## config.mk

```make
export PLATFORM = sky130hd
export DESIGN_NAME = axi4_lite_arbiter
export DESIGN_NICKNAME = d
export VERILOG_FILES = /design/src/rtl/axi4_lite_arbiter.sv
export SDC_FILE = /design/constraint.sdc
export NUM_CORES = 1
export LEC_CHECK = 0
export CAP_MARGIN = 20
export CORE_AREA = 4 4 94 96
export CTS_BUF_LIST = sky130_fd_sc_hd__clkbuf_8 sky130_fd_sc_hd__clkbuf_16
export DETAILED_ROUTE_END_ITERATION = 8
export DIE_AREA = 0 0 98 100
export PLACE_DENSITY = 0.83
export SYNTH_ARGS = -nofsm -noshare
export SYNTH_HDL_FRONTEND = slang
export SYNTH_SLANG_ARGS = --single-unit
```

## constraint.sdc

```tcl
create_clock -name ACLK -period 3.56 [get_ports ACLK]
set_input_delay 0.534 -clock ACLK [delete_from_list [all_inputs] [get_ports ACLK]]
set_output_delay 0.534 -clock ACLK [all_outputs]
set_load 0.01 [all_outputs]
```

## src/rtl/axi4_lite_arbiter.sv

```systemverilog
`default_nettype none
// =============================================================================
// axi4_lite_arbiter : round-robin arbiter feeding two requesters into a single
//                     AXI4-Lite master command port, one transaction in flight
// Revision: 1.0
// =============================================================================
module axi4_lite_arbiter #(
   parameter int ADDR_W = 4,
   parameter int DATA_W = 32
) (
   input  logic              ACLK,
   input  logic              ARESETn,
   input  logic [1:0]        req,
   input  logic [1:0]        req_write,
   input  logic [ADDR_W-1:0] req_addr0,
   input  logic [ADDR_W-1:0] req_addr1,
   input  logic [DATA_W-1:0] req_wdata0,
   input  logic [DATA_W-1:0] req_wdata1,
   output logic [1:0]        ack,
   output logic [DATA_W-1:0] rdata,
   output logic              grant_id,
   output logic              busy,
   output logic [ADDR_W-1:0] m_addr,
   output logic              m_write,
   output logic [DATA_W-1:0] m_wdata,
   output logic              m_transfer,
   input  logic [DATA_W-1:0] m_rdata,
   input  logic              m_ready
);

   typedef enum logic [1:0] {
      ST_IDLE  = 2'd0,
      ST_ISSUE = 2'd1,
      ST_WAIT  = 2'd2,
      ST_ACK   = 2'd3
   } state_t;

   state_t              r_state;
   state_t              w_next;
   logic                r_last_grant;
   logic                r_grant_id;
   logic [ADDR_W-1:0]   r_addr;
   logic                r_write;
   logic [DATA_W-1:0]   r_wdata;
   logic [DATA_W-1:0]   r_rdata;
   logic                w_win;
   logic                w_latch;
   logic [1:0]          w_ack;

   // Under contention the requester that did not win last time gets the bus.
   assign w_win   = (req == 2'b11) ? ~r_last_grant : req[1];
   assign w_latch = (r_state == ST_IDLE) && (|req);

   always_comb begin
      w_next = r_state;
      w_ack  = 2'b00;
      case (r_state)
         ST_IDLE:  if (|req) w_next = ST_ISSUE;
         ST_ISSUE: w_next = ST_WAIT;
         ST_WAIT:  if (m_ready) w_next = ST_ACK;
         ST_ACK: begin
            w_next            = ST_IDLE;
            w_ack[r_grant_id] = 1'b1;
         end
         default:  w_next = ST_IDLE;
      endcase
   end

   always_ff @(posedge ACLK or negedge ARESETn) begin
      if (!ARESETn) begin
         r_state      <= ST_IDLE;
         r_last_grant <= 1'b1;
         r_grant_id   <= 1'b0;
         r_addr       <= '0;
         r_write      <= 1'b0;
         r_wdata      <= '0;
         r_rdata      <= '0;
      end else begin
         r_state <= w_next;
         if (w_latch) begin
            r_grant_id   <= w_win;
            r_last_grant <= w_win;
            r_addr       <= w_win ? req_addr1  : req_addr0;
            r_wdata      <= w_win ? req_wdata1 : req_wdata0;
            r_write      <= req_write[w_win];
         end
         if ((r_state == ST_WAIT) && m_ready && !r_write) begin
            r_rdata <= m_rdata;
         end
      end
   end

   assign ack        = w_ack;
   assign rdata      = r_rdata;
   assign grant_id   = r_grant_id;
   assign busy       = (r_state != ST_IDLE);
   assign m_addr     = r_addr;
   assign m_write    = r_write;
   assign m_wdata    = r_wdata;
   assign m_transfer = (r_state == ST_ISSUE);

endmodule
`default_nettype wire
```

==> summary.md <==
| Metric | Value |
|---|---|
| Status | `complete, no violations` |
| DR DRC count | `0` |
| Crit-path max FO | `6` |
| Worst-case clock buffer depth | `2` |
| CTS tree | `built` |
| Port bufs | `184` |
| CP bufs+invs | `3` |
| Vias | `2870` |
| Vias in the first global route | `3015` |
| Post-synthesis sequential area ratio | `0.589` |
| Clk sinks | `73` |
| EDFF count, synth | `0` |
| Slew Limit Fails | `0` |
| Synth async-reset ratio | `1.00` |
| Critical R2R Capture | `m_wdata[15]$_DFFE_PN0P_` |
| Global-route wire length before repair | `14900 um` |
| Synth Cell Area | `0.00310 mm2` |
| CP required | `3.03 ns` |
| CTS Root Cell | `clkbuf_8` |
| Worst-Skew Late Latency | `0.34 ns` |
| Crit. End Element | `output port` |
| CP delay by family, top | `buffers and inverters` |
| Reg2Reg Setup Slack | `1.55 ns` |
| Setup-failing EPs final | `0` |
| Die W | `98 um` |
| Grt total ovfl | `0` |
| I/O pins | `185` |
| Final hold viol count | `0` |
| Number of synthesis warnings | `0` |
| Synth Area per Inst | `10.6 um2` |
| Worst reg2reg startpoint | `r_state[0]$_DFFE_PN0P_` |
| Post-synth top area share | `0.581` |
| Setup_tns | `0 ns` |
| Via density | `4.93` |
| Hold Buf Count CTS | `0` |
| RePlAce Congestion | `0.800` |
| Htree depth | `3` |
| WL per Instance | `16.3 um` |
| Primary FF master, synth | `dfrtp_1` |
| CP max stage cell | `clkdlybuf4s50_1` |
| Design area | `0.00520 mm2` |
| HPWL after detailed placement | `6980 um` |
| Critical path type | `flop to output port` |
| Share of cells above drive strength 1 | `0.117` |
| Commonest cells after routing, fill and taps aside | `183 x clkdlybuf4s50_1, 75 x a21oi_1, 72 x dfrtp_1` |
| VDD IR-drop max | `0.357 mV` |
| Final #Nets | `587` |
| Worst hold path class | `primary input to async pin` |
| Cell Chain, Critical Path | `inv_1, ha_1, inv_2, clkdlybuf4s50_1` |
| Clock skew | `0.00621 ns` |
| Largest net degree at the start of global routing | `74` |
| Startpoint Class | `flop` |
| Post-synthesis cell type count | `24` |
| Worst Tran Pin Value | `1.02 ns` |
| Synth Net Count | `408` |
| Resized Gates After CTS | `0` |
| # rows | `33` |
| FF-to-FF path depth | `6` |
| FF+latch count, synth | `73` |
| Clock transition at path regs | `0.08 ns` |
| Commonest non-fill, non-tap cell in the layout | `clkdlybuf4s50_1` |
| # diodes | `0` |
| Placed Area | `0.00501 mm2` |
| Max-cap violations | `0` |
| Top cells by area, synth | `dfrtp_1 58%, a21oi_1 12%, mux2_2 12%, nand2_1 4.6%, nor2_1 4.5%` |
| Total core area | `0.00805 mm2` |
| Post-CTS Setup Inserts | `0` |
| Initial Utilization | `0.385` |
| Final Critical Period | `2.31 ns` |
| Number of iterations in the first detailed-routing pass | `4` |
| Synth area leader | `dfrtp_1` |
| Die Area | `0.00980 mm2` |
| CP Data Arrival Time | `1.77 ns` |
| Die Y | `100 um` |
| LEAKAGE | `2.19 nW` |
| Synthesis-to-finish area growth | `67.7%` |
| Rel. slew slack | `0.322` |
| RSZ-0062 raised after global routing | `false` |
| CTS buffer count | `9` |
| PwrDens | `815 mW/mm2` |
| Antenna viol nets, final | `0` |
| Syn Inst Count | `293` |
| Initial antenna violation count | `0` |
| Total wire length | `9480 um` |
| Max Fclk | `434 MHz` |
| Total Routing Usage GR | `0.193` |
| Starting DRT DRC Count | `51` |
| Slowest stage delay, CP | `0.53 ns` |
| Period utilization | `0.648` |
==> how the worst max path moves through the flow <==
stage                                start                 endpoint  slack [ns]  cells past startpoint
floorplan           r_state[0]$_DFFE_PN0P_   r_state[1]$_DFFE_PN0P_        2.00                      5
global placement                    req[1]  m_wdata[20]$_DFFE_PN0P_        1.15                      4
detailed placement                  req[1]  m_wdata[27]$_DFFE_PN0P_        1.09                      4
CTS                 r_state[0]$_DFFE_PN0P_                     busy        1.24                      4
global route        r_state[0]$_DFFE_PN0P_                     busy        1.15                      4
finish              r_state[0]$_DFFE_PN0P_                     busy        1.25                      4
==> stage by stage <==
| stage | setup WS [ns] | utilization | hold WS, ns | power (mW) | instances |
|---|---|---|---|---|---|
| 6_report | 1.25 | 0.646 | 0.304 | 4.24 | 582 |
| 3_3_place_gp | 1.15 | 0.622 | 0.485 | 3.56 | 566 |
| 4_1_cts | 1.24 | 0.646 | 0.345 | 4.29 | 582 |
| 2_1_floorplan | 2.00 | - | 0.238 | 2.44 | 293 |
| 5_1_grt | 1.15 | 0.646 | 0.404 | 4.53 | 582 |
| 3_5_place_dp | 1.09 | 0.622 | 0.492 | 3.64 | 566 |
==> Yosys cell counts (all sizes together), types with 2 or more instances <==
cell type	instances
clkbuf	2
ha	4
dfrtp	72
inv	4
a21oi	75
nand2	38
o21ai	2
buf	16
nor2	37
mux2	33
==> per-layer routing <==
metal / vias up / share of wire / track usage
met1: 1385 / 0.40 / 0.226
met2: 129 / 0.50 / 0.331
met4: 0 / 0.014 / 0.0660
met3: 11 / 0.088 / 0.0674
met5: - / 0 / 0
li1: 1345 / - / -
==> worst register-to-register path, cell delays in order, from the launching register on <==
cell	delay, ns
dfrtp_1	0.42
inv_1	0.09
ha_1	0.33
o21a_1	0.46
buf_4	0.39
nor2_1	0.09
a21oi_1	0.14
==> cell type report <==
class                      count  area [um2]
fill                         660        2850
timing repair buffer         186        1850
sequential                    73        1830
multi-input combinational    198        1180
tap                          105         131
clock buffer                   9         124
clock inverter                 7        71.3
inverter                       4        15.0
==> logic make-up (layout without fill, tap and decap cells) <==
logic type,after synthesis,count (layout),synth area share
AOI/OAI and AO/OA,83,83,0.144
and+or+nand+nor,78,78,0.0972
DFF,73,73,0.589
muxes,33,33,0.120
buffers and inverters,22,206,0.0339
adders and majority gates,4,4,0.0161
==> where the power goes <==
part	internal, mW	switching [mW]
sequential	1.26	0.234
clock	0.322	0.317
combinational	1.20	0.910
==> registers in the layout, indices dropped and copies added (netlist names) <==
register,flops
m_addr,4
m_write,1
r_last_grant,1
m_wdata,32
r_state,2
grant_id,1
rdata,32
(Power assumes the default switching activity.)
